File: src/rtl/rr_mux4_stream_if.sv
// Stream bundle for rr_mux4_stream: four valid/ready input channels merged
// onto one output stream tagged with its source channel.
//   master: the mux side (drives in_ready and the output stream)
//   slave : the environment side (drives inputs and out_ready)
interface rr_mux4_stream_if #(
  parameter int unsigned DATA_W = 8
);
  logic [3:0]          in_valid;
  logic [4*DATA_W-1:0] in_data;
  logic [3:0]          in_last;
  logic [3:0]          in_ready;
  logic                out_valid;
  logic [DATA_W-1:0]   out_data;
  logic [1:0]          out_sel;
  logic                out_last;
  logic                out_ready;

  modport master (
    input  in_valid, in_data, in_last, out_ready,
    output in_ready, out_valid, out_data, out_sel, out_last
  );

  modport slave (
    output in_valid, in_data, in_last, out_ready,
    input  in_ready, out_valid, out_data, out_sel, out_last
  );
endinterface

File: src/rtl/rr_mux4_stream.sv
// 4-to-1 round-robin streaming mux with a single registered output stage.
// Ports:
//   clk, rst_n : clock (rising edge), asynchronous active-low reset
//   bus        : rr_mux4_stream_if.master
//                in_valid/in_data/in_last/in_ready : four input channels
//                out_valid/out_data/out_sel/out_last/out_ready : merged output
// PKT_MODE=1 holds the grant on one channel until its last beat is accepted;
// PKT_MODE=0 re-arbitrates every beat and marks every beat as last.
module rr_mux4_stream #(
  parameter int unsigned DATA_W   = 8,
  parameter int unsigned PKT_MODE = 1
) (
  input  logic clk,
  input  logic rst_n,
  rr_mux4_stream_if.master bus
);

  localparam int unsigned N_CH  = 4;
  localparam int unsigned SEL_W = 2;

  typedef enum logic [0:0] {
    ST_ARB  = 1'b0,
    ST_LOCK = 1'b1
  } state_e;

  state_e            state_q, state_d;
  logic [SEL_W-1:0]  lock_q, lock_d;
  logic [SEL_W-1:0]  rr_ptr_q, rr_ptr_d;
  logic              out_valid_q, out_valid_d;
  logic [DATA_W-1:0] out_data_q, out_data_d;
  logic [SEL_W-1:0]  out_sel_q, out_sel_d;
  logic              out_last_q, out_last_d;

  logic              space_c;
  logic [N_CH-1:0]   grant_c;
  logic [SEL_W-1:0]  gidx_c;
  logic              load_c;
  logic              pkt_end_c;

  // Output register can take a beat when empty or draining this cycle.
  assign space_c = ~out_valid_q | bus.out_ready;

  // Grant: locked channel in LOCK, else first valid channel from rr_ptr.
  // Scanning downward lets the nearest-to-rr_ptr valid channel win last.
  always_comb begin
    logic [SEL_W-1:0] idx;
    grant_c = '0;
    gidx_c  = '0;
    idx     = '0;
    if (state_q == ST_LOCK) begin
      grant_c[lock_q] = 1'b1;
      gidx_c          = lock_q;
    end else begin
      for (int k = int'(N_CH) - 1; k >= 0; k--) begin
        idx = rr_ptr_q + SEL_W'(k);
        if (bus.in_valid[idx]) begin
          grant_c      = '0;
          grant_c[idx] = 1'b1;
          gidx_c       = idx;
        end
      end
    end
  end

  assign bus.in_ready = grant_c & {N_CH{space_c}};
  assign load_c       = (|(grant_c & bus.in_valid)) & space_c;
  assign pkt_end_c    = (PKT_MODE == 0) | bus.in_last[gidx_c];

  // Next-state: output register, FSM, lock channel and round-robin pointer.
  always_comb begin
    state_d     = state_q;
    lock_d      = lock_q;
    rr_ptr_d    = rr_ptr_q;
    out_valid_d = out_valid_q;
    out_data_d  = out_data_q;
    out_sel_d   = out_sel_q;
    out_last_d  = out_last_q;

    if (load_c) begin
      out_valid_d = 1'b1;
      out_data_d  = bus.in_data[gidx_c*DATA_W +: DATA_W];
      out_sel_d   = gidx_c;
      out_last_d  = pkt_end_c;
      if (pkt_end_c) begin
        rr_ptr_d = gidx_c + SEL_W'(1);
      end
      if (PKT_MODE != 0) begin
        if (pkt_end_c) begin
          state_d = ST_ARB;
        end else begin
          state_d = ST_LOCK;
          lock_d  = gidx_c;
        end
      end
    end else if (bus.out_ready) begin
      out_valid_d = 1'b0;
    end
  end

  // State register.
  always_ff @(posedge clk or negedge rst_n) begin
    if (!rst_n) begin
      state_q     <= ST_ARB;
      lock_q      <= '0;
      rr_ptr_q    <= '0;
      out_valid_q <= 1'b0;
      out_data_q  <= '0;
      out_sel_q   <= '0;
      out_last_q  <= 1'b0;
    end else begin
      state_q     <= state_d;
      lock_q      <= lock_d;
      rr_ptr_q    <= rr_ptr_d;
      out_valid_q <= out_valid_d;
      out_data_q  <= out_data_d;
      out_sel_q   <= out_sel_d;
      out_last_q  <= out_last_d;
    end
  end

  assign bus.out_valid = out_valid_q;
  assign bus.out_data  = out_data_q;
  assign bus.out_sel   = out_sel_q;
  assign bus.out_last  = out_last_q;

endmodule

File: src/flat_wrapper.sv
// flat-port wrapper written by rule: the top's interface ports become plain ports
module rr_mux4_stream_flat 
#(
  parameter int unsigned DATA_W   = 8,
  parameter int unsigned PKT_MODE = 1
)
  (clk, rst_n, bus_in_valid, bus_in_data, bus_in_last, bus_out_ready, bus_in_ready, bus_out_valid, bus_out_data, bus_out_sel, bus_out_last);
  rr_mux4_stream_if #(.DATA_W(DATA_W)) bus_i ();
  input  logic clk;
  input  logic rst_n;
  input wire logic [$bits(bus_i.in_valid)-1:0] bus_in_valid;
  input wire logic [$bits(bus_i.in_data)-1:0] bus_in_data;
  input wire logic [$bits(bus_i.in_last)-1:0] bus_in_last;
  input wire logic [$bits(bus_i.out_ready)-1:0] bus_out_ready;
  output wire logic [$bits(bus_i.in_ready)-1:0] bus_in_ready;
  output wire logic [$bits(bus_i.out_valid)-1:0] bus_out_valid;
  output wire logic [$bits(bus_i.out_data)-1:0] bus_out_data;
  output wire logic [$bits(bus_i.out_sel)-1:0] bus_out_sel;
  output wire logic [$bits(bus_i.out_last)-1:0] bus_out_last;
  assign bus_i.in_valid = bus_in_valid;
  assign bus_i.in_data = bus_in_data;
  assign bus_i.in_last = bus_in_last;
  assign bus_i.out_ready = bus_out_ready;
  assign bus_in_ready = bus_i.in_ready;
  assign bus_out_valid = bus_i.out_valid;
  assign bus_out_data = bus_i.out_data;
  assign bus_out_sel = bus_i.out_sel;
  assign bus_out_last = bus_i.out_last;
  rr_mux4_stream #(.DATA_W(DATA_W), .PKT_MODE(PKT_MODE)) u_core (.clk(clk), .rst_n(rst_n), .bus(bus_i));
endmodule
File: config.mk
export PLATFORM = sky130hd
export DESIGN_NAME = rr_mux4_stream_flat
export DESIGN_NICKNAME = d
export VERILOG_FILES = /design/src/rtl/rr_mux4_stream_if.sv /design/src/rtl/rr_mux4_stream.sv /design/src/flat_wrapper.sv
export SDC_FILE = /design/constraint.sdc
export NUM_CORES = 1
export LEC_CHECK = 0
export ABC_AREA = 1
export CAP_MARGIN = 20
export CORE_ASPECT_RATIO = 0.9
export CORE_MARGIN = 5
export CORE_UTILIZATION = 29
export DETAILED_ROUTE_END_ITERATION = 8
export PLACE_DENSITY_LB_ADDON = 0.15
export SYNTH_ARGS = -nofsm -noshare
export SYNTH_HDL_FRONTEND = slang
export SYNTH_SLANG_ARGS = --single-unit
File: constraint.sdc
create_clock -name clk -period 3.2 [get_ports clk]
set_clock_uncertainty 0.2 [all_clocks]
set_input_delay 0.64 -clock clk [delete_from_list [all_inputs] [get_ports clk]]
set_output_delay 0.64 -clock clk [all_outputs]
set_load 0.03 [all_outputs]
== Word level (Yosys, flattened, before mapping) ==
Index checks and enable logic that the tools add are counted.
Cells by class
  add/subtract/negate cells: 4
  order comparisons: 11
  shift operators: 1
  muxes and demuxes: 33
  bitwise operators: 6
  reductions and logical operators: 9
Operators with widths (number)
  indexed part select 32 x 6 -> 8 bit: 1
  2-to-1 mux 4 bit: 5
  less-than comparator 2 x 3 -> 1 bit (second input constant): 6
  2-to-1 mux 1 bit: 13
  binary-select mux 1 bit (select 2 bit): 5
  demux 1 bit (select 2 bit): 5
  greater-or-equal comparator 2 x 1 -> 1 bit (second input constant): 5
  2-to-1 mux 2 bit: 5
  AND 4 bit: 2
  logical AND 1 bit: 5
  adder 2 x 1 -> 2 bit (second input constant): 2
  adder 2 bit (second input constant): 2
  AND reduction 2 bit: 2
  OR reduction 4 bit: 1
  NOT 1 bit: 2
  nonzero test 2 bit: 1
  AND 1 bit: 1
  OR 1 bit: 1
Storage, ports and cells
  flip-flop bits (word level): 17
  bits of input ports: 43

== Logic depth before layout (Yosys ltp) ==
  depth after elaboration: 14
  mapped depth: 20

== Least setup slack after synthesis ==
OpenSTA, ideal clock, no wires.
  path type: register -> output
  from: reg u_core.rr_ptr_q[1]
  to: out bus_in_ready[2]
  data arrival time: 2.009 ns
  slack: 0.351 ns
  stages on the path, launching flop included: 12
  buffers on the path: 0
  path through: dfrtp_1 -> inv_1 -> ha_1 -> inv_1 -> nand3_1 -> nand2_1 -> inv_1 -> nor2_4 -> nand2_1 -> nand3_1 -> nand2_1 -> a21oi_1
On the way
  word-level cells in the longest chain between the ends: 11
  elaborated cells on any way between the ends: 37
  those cells by class: add/sub: 3; order compare: 8; mux: 21; bitwise: 1; reduce/logical: 4
RTL lines
  start: declaration: RTL line rr_mux4_stream.sv:28  | logic [SEL_W-1:0] rr_ptr_q, rr_ptr_d;
  start signal: assignment: RTL line rr_mux4_stream.sv:113  | rr_ptr_q <= rr_ptr_d;
  adder 2 bit: RTL line rr_mux4_stream.sv:55  | idx = rr_ptr_q + SEL_W'(k);
  less-than comparator 2 x 3 -> 1 bit (implied by the code) or greater-or-equal comparator 2 x 1 -> 1 bit (tied branches): RTL line rr_mux4_stream.sv:58  | grant_c[idx] = 1'b1;
  logical AND 1 bit (implied by the code): RTL line rr_mux4_stream.sv:58
  2-to-1 mux 1 bit (implied by the code): RTL line rr_mux4_stream.sv:58
  demux 1 bit (select 2 bit)
  2-to-1 mux 4 bit (3 in series): RTL line rr_mux4_stream.sv:56  | if (bus.in_valid[idx]) begin
  2-to-1 mux 4 bit *: RTL line rr_mux4_stream.sv:56
  2-to-1 mux 4 bit *: RTL line rr_mux4_stream.sv:50  | if (state_q == ST_LOCK) begin
  AND 4 bit *: RTL line rr_mux4_stream.sv:65  | assign bus.in_ready = grant_c & {N_CH{space_c}};
  end: declaration: RTL line flat_wrapper.sv:15  | output wire logic [$bits(bus_i.in_ready)-1:0] bus_in_ready;
Mark *: on every way between the ends. The rest lies on a longest branch, timed or not. The select of a mux whose other input is x is not followed.

== Worst setup path in the final report ==
  from: in bus_in_valid[2]
  to: out bus_in_ready[1]
On the way
  word-level cells in the longest chain between the ends: 8
  elaborated cells on any way between the ends: 14
  those cells by class: mux: 13; bitwise: 1
RTL lines
  start: declaration: RTL line flat_wrapper.sv:11  | input wire logic [$bits(bus_i.in_valid)-1:0] bus_in_valid;
  binary-select mux 1 bit (select 2 bit): RTL line rr_mux4_stream.sv:56
  2-to-1 mux 1 bit (implied by the code): RTL line rr_mux4_stream.sv:56
  2-to-1 mux 4 bit (3 in series): RTL line rr_mux4_stream.sv:56
  2-to-1 mux 4 bit *: RTL line rr_mux4_stream.sv:56
  2-to-1 mux 4 bit *: RTL line rr_mux4_stream.sv:50
  AND 4 bit *: RTL line rr_mux4_stream.sv:65
Marked as above.

==> impl_metrics.tcl <==
set metrics [dict create \
    status "finished, final reports clean" \
    via_per_inst 4.53 \
    hold_ws_ps 275 \
    synth-warning-count 0 \
    synth_xor_area_share_pct 0.494 \
    cts.sinks 17 \
    coreArea_mm2 0.00605 \
    clkPwrFrac_pct 5.0 \
    ir_drop_uv 432 \
    gr-total-overflow 0 \
    total_power_mw 3.12 \
    drc_errors 0 \
    synth-adder-area-share_pct 5.64 \
    comb_power_share_pct 81.9 \
    grt_first_pass_wirelength_mm 8.11 \
    grt_max_degree 21 \
    utilization_pct 40.6 \
    syn_inst 268 \
    finalWirelength_mm 4.77 \
    worst_pin_slew_ps 759 \
    synth_compound_area_share_pct 15.0 \
    synth_fp_nets 319 \
    p_int_mw 1.34 \
    row_count 27 \
    slew-limit-headroom_pct 49.2 \
    max_freq_mhz 329 \
    hold_class "reg2reg" \
    fin_crit_sh_pct 94.9 \
    power.density_mw_per_mm2 1270 \
    p_leak_nw 1.25 \
    dr.pass1.iters 4 \
    gr-usage-all-layers_pct 12.5 \
    die_y_um 84.2 \
    pwr-share-seq_pct 13.1 \
    place.port_buffers 58 \
    dieArea_mm2 0.00778 \
    initial_core_util_pct 29.3 \
    arrival_ps 2200 \
    path_max_fanout 3 \
    drtIter0Drc 47 \
    ios 59 \
    cts-htree-levels 1 \
    post-route-cell-area_mm2 0.00246 \
    yosysUniqueCellTypes 26 \
    dpl_cell_area_mm2 0.00241 \
    antenna_found_initial 0 \
    wl_per_cell_um 11.9 \
    rsz0062_at_grt "false" \
    num_vias 1821 \
    fin_crit_ps 3040 \
    startpoint_type "input port" \
    final-setup-viol-count 0 \
    power_switching_share_pct 57.0 \
    drive_above_1_share_pct 15.8 \
    drv_slew 0 \
    clk_pin_slew_ps 60 \
    area_growth_syn_to_layout_pct 38.5 \
    ys_seq_area_share_pct 24.0 \
    gp_congestion 0.857 \
    clock_latency_ps 240 \
    synthMuxAreaShare_pct 0 \
    cts-root-buf "clkbuf_8" \
    n_fill_cell 659 \
    fin_nets 382 \
    criticalPathCategory "in2out" \
    grt_pass1_vias 1785 \
    synth_top_family_by_area "simple AND/OR/NAND/NOR gates" \
    power.switching_mw 1.78 \
    setup-tns-final_ps 0 \
    syn-cell-area_mm2 0.00177 \
    cap_violations 0 \
    finalHoldViolCount 0 \
    cts_tree "built" \
    synthSimpleGateAreaFrac_pct 41.0 \
    die_width_um 92.5 \
    synth.avg_cell_area_um2 6.62 \
    worstPathRequired_ps 2360 \
    hpwl_mm 3.93 \
    diodes 0 \
    antenna_left 0 \
    cts_buffers 3 \
    clockBufferDepth 2 \
    synth_seq_cells 17 \
    cp-end-kind "output port" \
]
## power by group through the flow
| stage | combinational [mW] | clock [mW] | sequential (mW) |
|---|---|---|---|
| floorplan | 1.87 | 0 | 0.554 |
| global placement | 2.58 | 0 | 0.412 |
| detailed placement | 2.57 | 0 | 0.411 |
| CTS | 2.58 | 0.160 | 0.411 |
| global route | 2.89 | 0.165 | 0.424 |
| finish | 2.55 | 0.156 | 0.410 |
## Yosys cell counts, drive strengths merged
cell,instances,share of area [%]
a21oi,20,6.3
buf,8,4.9
dfrtp,17,24
ha,8,5.6
inv,41,9.0
nand2,100,23
nand3,36,13
nand4,1,0.35
nor2,16,4.4
o211ai,6,3.9
o21ai,14,4.8
xnor2,1,0.49
## state kept, by name, indices dropped and copies added, names as in the netlist
signal	cells
u_core.bus.out_data	8
u_core.bus.out_sel	2
u_core.lock_q	2
u_core.rr_ptr_q	2
u_core.bus.out_last	1
u_core.bus.out_valid	1
u_core.state_q	1
## area by class of cell
| cell class | count | area (um2) | area share (%) |
|---|---|---|---|
| clock buffer | 4 | 45.0 | 1.83 |
| inverter | 41 | 159 | 6.47 |
| multi-input combinational | 202 | 1100 | 45.0 |
| sequential | 17 | 425 | 17.3 |
| tap | 72 | 90.1 | 3.67 |
| timing repair buffer | 66 | 633 | 25.8 |
## cell families after synthesis
family / count (synthesis)
AO/OA/AOI/OAI: 40
XOR/XNOR: 1
adder cells (fa/ha/maj): 8
buffers and inverters: 49
flip-flops: 17
AND/OR/NAND/NOR: 153
## layer usage
layer / track usage, % / share of wire [%] / up-vias
met1: 15.6 / 44 / 800
met5: 0 / 0 / -
li1: - / - / 971
met2: 21.9 / 47 / 48
met3: 3.41 / 8.5 / 2
met4: 1.62 / 0.44 / 0
## per-stage QoR
stage | instances | setup slack, ps
after floorplan | 268 | 351
after global placement | 398 | 159
after detailed placement | 398 | 146
after CTS | 402 | 139
after global routing | 402 | 19.6
final | 402 | 164
## layout by cell type (no fill, tap or decap), types with 2 or more instances in the layout
cell type,instances
a21oi_1,19
inv_1,37
nand2_1,89
nor2_4,2
inv_2,3
o21ai_0,2
dfrtp_1,17
o211ai_2,5
clkdlybuf4s50_1,53
clkbuf_8,3
nor2_1,13
nand2_2,9
nand3_1,27
o21ai_2,4
nand2_4,2
o21ai_1,8
nand3_2,8
buf_4,12
ha_1,8
## worst max-delay path: stages
cell and delay [ps]:
clkdlybuf4s50_1 480, inv_1 80, nand2_2 90, nand3_1 80, nand2_1 110, inv_1 80, nor2_4 90, nand2_1 60
nand3_1 60, nand2_1 60, a21oi_1 170, buf_4 190
## repair_timing
item                                    CTS  global route
hold buffers                              0             0
setup buffers                             0             0
endpoints found under the setup margin    0             2
gates resized for setup                   0             2
## final timing paths
path	to	start	cells past startpoint	slack, ps
setup / recovery	bus_in_ready[1]	bus_in_valid[2]	12	160
hold / removal	u_core.bus.out_last	u_core.bus.out_last	2	270
setup reg to reg	u_core.bus.out_data[1]	u_core.rr_ptr_q[0]	15	580
hold reg to reg	u_core.bus.out_last	u_core.bus.out_last	2	270
max in group asynchronous	u_core.state_q	rst_n	1	1680
min in group asynchronous	u_core.bus.out_data[7]	rst_n	1	640
(Power assumes the default switching activity.)
